<file path="src/rtl/alu_muldiv_seq.sv">
// alu_muldiv_seq: handshaked RV32I ALU with iterative RV32M mul/div; define ALU_MULDIV_FAST_MUL_EN for a single-cycle multiplier
module alu_muldiv_seq #(
    parameter int WIDTH = 32,
    parameter int TAG_W = 5
) (
    input  logic             clk,
    input  logic             reset,
    input  logic             in_valid,
    output logic             in_ready,
    input  logic [4:0]       op,
    input  logic [WIDTH-1:0] in_1,
    input  logic [WIDTH-1:0] in_2,
    input  logic [TAG_W-1:0] tag_in,
    input  logic             kill,
    output logic             out_valid,
    input  logic             out_ready,
    output logic [WIDTH-1:0] out,
    output logic [TAG_W-1:0] tag_out,
    output logic             illegal
);
    localparam int CNT_W = $clog2(WIDTH) + 1;
    localparam int SH_W  = $clog2(WIDTH);
    typedef enum logic [1:0] {IDLE, BUSY, DONE} state_t;
    state_t r_state, w_next;
    logic [WIDTH-1:0] r_out, r_hi, r_lo, r_d;
    logic [TAG_W-1:0] r_tag;
    logic [CNT_W-1:0] r_cnt;
    logic r_illegal, r_is_div, r_sel_hi, r_neg;
    logic w_accept, w_iter, w_s1, w_s2, w_n1, w_n2, w_dz, w_ovf, w_fast, w_last;
    logic [WIDTH-1:0] w_m1, w_m2, w_res, w_nhi, w_nlo, w_word, w_fin;
    logic [WIDTH:0] w_sum, w_sh, w_diff;
    logic [2*WIDTH-1:0] w_p2;
    logic [SH_W-1:0] w_amt;

    assign w_amt    = in_2[SH_W-1:0];
    assign w_dz     = in_2 == '0;
    assign w_ovf    = (in_1 == {1'b1, {(WIDTH-1){1'b0}}}) && (&in_2);
    assign w_s1     = op inside {5'd11, 5'd12, 5'd14, 5'd16};
    assign w_s2     = op inside {5'd11, 5'd14, 5'd16};
    assign w_n1     = w_s1 & in_1[WIDTH-1];
    assign w_n2     = w_s2 & in_2[WIDTH-1];
    assign w_m1     = w_n1 ? -in_1 : in_1;
    assign w_m2     = w_n2 ? -in_2 : in_2;
    assign w_iter   = (op inside {[5'd10:5'd13]} && !w_fast) ||
                      (op inside {[5'd14:5'd17]} && !w_dz && !(w_ovf && (op == 5'd14 || op == 5'd16)));
    assign in_ready = (r_state == IDLE) || (r_state == DONE && out_ready);
    assign w_accept = in_valid && in_ready && !kill;
    assign w_last   = r_cnt == CNT_W'(WIDTH - 1);

    // one iteration: shift-add multiply on {hi,lo}, or restoring divide with remainder in hi, quotient in lo
    assign w_sum  = {1'b0, r_hi} + (r_lo[0] ? {1'b0, r_d} : '0);
    assign w_sh   = {r_hi, r_lo[WIDTH-1]};
    assign w_diff = w_sh - {1'b0, r_d};
    assign w_nhi  = r_is_div ? (w_diff[WIDTH] ? w_sh[WIDTH-1:0] : w_diff[WIDTH-1:0]) : w_sum[WIDTH:1];
    assign w_nlo  = r_is_div ? {r_lo[WIDTH-2:0], ~w_diff[WIDTH]} : {w_sum[0], r_lo[WIDTH-1:1]};
    assign w_p2   = r_neg ? -{w_nhi, w_nlo} : {w_nhi, w_nlo};
    assign w_word = r_sel_hi ? w_nhi : w_nlo;
    assign w_fin  = r_is_div ? (r_neg ? -w_word : w_word) : (r_sel_hi ? w_p2[2*WIDTH-1:WIDTH] : w_p2[WIDTH-1:0]);

`ifdef ALU_MULDIV_FAST_MUL_EN
    logic [2*WIDTH-1:0] w_x1, w_x2, w_fp;
    assign w_x1   = {{WIDTH{w_n1}}, in_1};
    assign w_x2   = {{WIDTH{w_n2}}, in_2};
    assign w_fp   = w_x1 * w_x2;
    assign w_fast = 1'b1;
`else
    assign w_fast = 1'b0;
`endif

    // single-cycle results, including the divide corner cases
    always_comb begin
        w_res = '0;
        case (op)
            5'd0:  w_res = in_1 + in_2;
            5'd1:  w_res = in_1 - in_2;
            5'd2:  w_res = in_1 & in_2;
            5'd3:  w_res = in_1 | in_2;
            5'd4:  w_res = in_1 ^ in_2;
            5'd5:  w_res = in_1 << w_amt;
            5'd6:  w_res = in_1 >> w_amt;
            5'd7:  w_res = $signed(in_1) >>> w_amt;
            5'd8:  w_res = {{(WIDTH-1){1'b0}}, $signed(in_1) < $signed(in_2)};
            5'd9:  w_res = {{(WIDTH-1){1'b0}}, in_1 < in_2};
`ifdef ALU_MULDIV_FAST_MUL_EN
            5'd10: w_res = w_fp[WIDTH-1:0];
            5'd11, 5'd12, 5'd13: w_res = w_fp[2*WIDTH-1:WIDTH];
`endif
            5'd14: w_res = w_dz ? '1 : in_1;
            5'd15: w_res = '1;
            5'd16: w_res = w_dz ? in_1 : '0;
            5'd17: w_res = in_1;
            default: w_res = '0;
        endcase
    end

    // next state: kill beats acceptance, DONE drains or reloads
    always_comb begin
        w_next = r_state;
        if (w_accept) w_next = w_iter ? BUSY : DONE;
        else if (r_state == BUSY) w_next = kill ? IDLE : (w_last ? DONE : BUSY);
        else if (r_state == DONE && (kill || out_ready)) w_next = IDLE;
    end

    // state register
    always_ff @(posedge clk) begin
        if (!reset) r_state <= IDLE;
        else r_state <= w_next;
    end

    // operand load on accept, iterate while busy, result on the finishing edge
    always_ff @(posedge clk) begin
        if (!reset) begin
            r_out     <= '0;
            r_tag     <= '0;
            r_illegal <= 1'b0;
            r_cnt     <= '0;
            r_hi      <= '0;
            r_lo      <= '0;
            r_d       <= '0;
            r_is_div  <= 1'b0;
            r_sel_hi  <= 1'b0;
            r_neg     <= 1'b0;
        end else if (w_accept) begin
            r_tag     <= tag_in;
            r_illegal <= op > 5'd17;
            r_cnt     <= '0;
            r_hi      <= '0;
            r_lo      <= w_m1;
            r_d       <= w_m2;
            r_is_div  <= op >= 5'd14;
            r_sel_hi  <= op inside {5'd11, 5'd12, 5'd13, 5'd16, 5'd17};
            r_neg     <= (op == 5'd16) ? w_n1 : (w_n1 ^ w_n2);
            if (!w_iter) r_out <= w_res;
        end else if (r_state == BUSY) begin
            r_cnt <= r_cnt + CNT_W'(1);
            r_hi  <= w_nhi;
            r_lo  <= w_nlo;
            if (w_last && !kill) r_out <= w_fin;
        end
    end

    assign out_valid = r_state == DONE;
    assign out       = r_out;
    assign tag_out   = r_tag;
    assign illegal   = r_illegal;
endmodule

</file>
<file path="config.mk">
export PLATFORM = sky130hd
export DESIGN_NAME = alu_muldiv_seq
export DESIGN_NICKNAME = d
export VERILOG_FILES = /design/src/rtl/alu_muldiv_seq.sv
export SDC_FILE = /design/constraint.sdc
export NUM_CORES = 1
export LEC_CHECK = 0
export CAP_MARGIN = 20
export CELL_PAD_IN_SITES_DETAIL_PLACEMENT = 1
export CELL_PAD_IN_SITES_GLOBAL_PLACEMENT = 2
export CORE_UTILIZATION = 35
export DETAILED_ROUTE_END_ITERATION = 8
export PLACE_DENSITY_LB_ADDON = 0.15
export RECOVER_POWER = 50
export SLEW_MARGIN = 20
export SYNTH_ARGS = -nofsm -noshare
export SYNTH_HDL_FRONTEND = slang
export SYNTH_SLANG_ARGS = --single-unit
</file>
<file path="constraint.sdc">
create_clock -name clk -period 6.3 [get_ports clk]
set_input_delay 1.26 -clock clk [delete_from_list [all_inputs] [get_ports clk]]
set_output_delay 1.26 -clock clk [all_outputs]
set_load 0.01 [all_outputs]
</file>
==> reports/metrics.cfg <==
[placement]
dp.cells = 4699
finalWeightedCongestion = 1.06
io_buffer_count = 118
dp_hpwl_um = 122000

[clock_tree]
postCtsSetupBuffers = 0
cts_root_buffer = clkbuf_16
clock_path_buffers = 2
clk_latency_ns = 0.46
cts.clk_slew.worst_paths_ns = 0.07
cts_buffers = 17
htreeDepth = 4
cts.sinks = 145
cts_tree = done

[route]
drc = 0
wl_met1_um = 59500
wl_per_cell_um = 32.1
routed_via_density = 6.67
first_iter_violations = 3131
wl_met2_um = 70700
wl_met3_um = 9690
num_vias = 31600
ant_nets = 0
drt_wl_total_um = 152000
dr.pass1.iters = 5
top_layer = met5

[logic_synthesis]
synth.distinct_cells = 103
synth-xor-area-share_pct = 5.18
synth_mux_area_share_pct = 9.13
syn_area_per_cell_um2 = 6.86
async_flop_share_pct = 0
synth_nets = 3897
yosysSeqAreaShare_pct = 11.6
synth-simple-area-share_pct = 23.6
synth-edff-count = 0
synth_cells = 3647
synth_top_family_by_area = compound AO/OA/AOI/OAI gates
yosys.area_share.adder_pct = 8.68
ys_warn_count = 0
netlist_area_um2 = 25000
synth_compound_area_share_pct = 34.6
ys_seq_elements = 145
synth_ff_type = dfxtp_1

[floorplan]
dieHeight_um = 269
num_io_pins = 119
die_width_um = 269
start_util_pct = 35.5
coreArea_um2 = 70400
num_rows = 97
dieArea_um2 = 72500

[setup_path]
crit_type = input port to flop
critPathLaunchType = input port
cp_slowest_cell = clkbuf_1
crit_family = buffers and inverters
cp.buffers_inverters = 3
critPathMaxFanout = 39
crit_path_end_kind = flop
critPathMaxStageDelay_ns = 2.04
worstPathCellList = dlygate4sd3_1, nand3b_1, clkbuf_1, nand2_1, clkbuf_2, a311oi_1, o311ai_1, o21ai_1
cp.required_ns = 6.69
arrival_ns = 6.71

[global_routing]
grt_pass1_wl_um = 220000
grtUsageTotal_pct = 40.6
antenna_found_initial = 10
grt_pass1_vias = 31500
grt_max_degree = 92
grt-ovfl-total = 0

[timing]
finClkSkew_ns = 0.0124
holdWs_ns = 0.462
rsz0062_at_grt = no
maxSlewViolCount = 40
worstMarginPinSlew_ns = 2.85
fin_ws_ns = -0.0153
hold_viol = 0
slew_headroom_pct = -89.8
fin_crit_sh_pct = 100
setup_viol = 1
fin_crit_ns = 6.32
fmax_mhz = 158

[power_and_ir_drop]
power_leakage_nw = 11.4
pwr-share-comb_pct = 56.0
seqPwrFrac_pct = 21.6
switchingPower_w = 0.00242
peakVddDrop_mv = 0.201
p_int_w = 0.00257
p_sw_share_pct = 48.5
pwr-share-clk_pct = 22.4
p_per_area_nw_per_um2 = 172

[flow_run]
drv_cap = 1

[layout]
stdcell_count = 4734
regArea_um2 = 2910
area_growth_pct = 16.4
multi_input_area_um2 = 20400
fin_nets = 4028
drive_gt1_share_pct = 12.3
nFillCells = 8902

[worst_hold_path]
hold_path.class = flop to flop

[run_status]
violations = capacitance limit, slew limit, setup timing
status = finished, violations left

## metrics by stage
step                      setup TNS (ns)  power, W  setup WS (ns)  util [%]  instance area (um^2)
after floorplan                        0   0.00261          0.822         -                 25000
after global placement                 0   0.00375         0.0728      40.5                 28500
after detailed placement         -0.0609   0.00379        -0.0609      40.5                 28500
after CTS                              0   0.00491          0.173      41.3                 29100
after global routing                   0   0.00517        0.00487      41.3                 29100
final                            -0.0153   0.00499        -0.0153      41.3                 29100
## timing repair
item / CTS / global route
setup endpoints to repair: 0 / 4
resized for setup: 0 / 4
hold buffers: 0 / 0
## cell usage in the layout, fill, tap and decap left out, types with 31 or more instances in the layout
master,n
a21o_1,37
mux2i_1,92
dlygate4sd3_1,42
nor4_1,33
xnor2_1,101
a221oi_1,35
nand2_1,315
nand4_1,57
o21ai_0,271
inv_1,161
nand3_1,72
a31oi_1,59
xor2_1,47
and2_1,59
mux4_2,52
a21oi_1,337
ha_1,167
a22oi_1,31
nor2_1,443
a211oi_1,108
o31ai_1,44
clkdlybuf4s50_1,70
buf_4,281
o211ai_1,51
dfxtp_1,142
nor3_1,97
## power groups by stage
stage          clock (W)  combinational (W)  sequential, W
6_report         0.00112            0.00279        0.00108
5_1_grt          0.00115            0.00294        0.00108
4_1_cts          0.00112            0.00272        0.00107
3_5_place_dp           0            0.00270        0.00110
3_3_place_gp           0            0.00266        0.00109
2_1_floorplan          0            0.00157        0.00104
## synthesized netlist by cell type (all sizes together) (25+ instances only)
| cell | number | area, um^2 |
|---|---|---|
| nand4 | 59 | 382 |
| ha | 167 | 2090 |
| a22oi | 31 | 233 |
| mux2i | 92 | 921 |
| dfxtp | 145 | 2900 |
| xor2 | 47 | 412 |
| a21oi | 339 | 1700 |
| a21o | 37 | 278 |
| nand3 | 74 | 380 |
| a221oi | 36 | 322 |
| o31ai | 47 | 377 |
| inv | 164 | 616 |
| o211ai | 53 | 408 |
| a211oi | 109 | 823 |
| a31oi | 59 | 369 |
| o21ai | 282 | 1420 |
| xnor2 | 101 | 885 |
| and2 | 60 | 375 |
| clkbuf | 238 | 895 |
| or3 | 25 | 156 |
| nand2b | 27 | 169 |
| nor2 | 445 | 1680 |
| nor3 | 101 | 517 |
| nand2 | 315 | 1180 |
| o21bai | 27 | 203 |
| buf | 57 | 258 |
| mux4 | 52 | 1170 |
| nor4 | 36 | 231 |
## worst register-to-register path: stages, from the launching register on
cell	delay [ns]
dfxtp_1	0.43
inv_2	0.19
ha_1	0.19
inv_1	0.06
fa_1	0.44
a211oi_2	0.33
o211ai_2	0.26
and2_1	0.26
o211ai_2	0.14
buf_4	0.17
a31oi_1	0.18
a22oi_1	0.30
ha_1	0.25
o211ai_1	0.16
or4_1	0.47
nor2_1	0.28
o311a_1	0.27
nand4_1	0.22
buf_4	0.24
nor3_1	0.17
buf_4	0.16
buf_4	0.10
a31oi_1	0.10
o221a_2	0.31
nor4_1	0.29
a211o_1	0.15
## registers in the layout, indices dropped and copies added, names as in the netlist
name and flops:
illegal 1, r_is_div 1, r_cnt 6, r_lo 32, r_neg 1, r_d 32
r_state 2, tag_out 5, r_sel_hi 1, r_hi 32, out 32
## path summary, 6_finish.rpt
path	cells after the start	end	slack (ns)	from
max	8	out[31]	-0.02	kill
min	2	tag_out[1]	0.46	tag_out[1]
max reg2reg	25	out[28]	0.15	r_lo[31]
min reg2reg	2	tag_out[1]	0.46	tag_out[1]
## cell families (layout without fill, tap and decap cells)
| family | after synthesis | in the layout |
|---|---|---|
| compound gates | 1302 | 1302 |
| xor+xnor | 148 | 148 |
| fa+ha+maj | 171 | 171 |
| buf+inv | 463 | 607 |
| flops | 145 | 145 |
| mux | 161 | 161 |
| other cells | 0 | 3 |
| simple gates | 1257 | 1257 |
## metal layers
| metal | global-route usage [%] | up-vias |
|---|---|---|
| met5 | 0 | - |
| met4 | 28.9 | 6 |
| met3 | 4.84 | 420 |
| met2 | 67.7 | 1509 |
| met1 | 48.2 | 15800 |
| li1 | - | 13800 |
## cell type report
cell class	instances	area share, %
multi-input cells	3039	70.0
repair buffers	407	11.7
flip-flops and latches	145	10.0
well taps	940	4.04
inverters	168	2.18
clock buffers	18	1.47
clock inverters	14	0.572
diodes	3	0.0258
(Power assumes the default switching activity.)
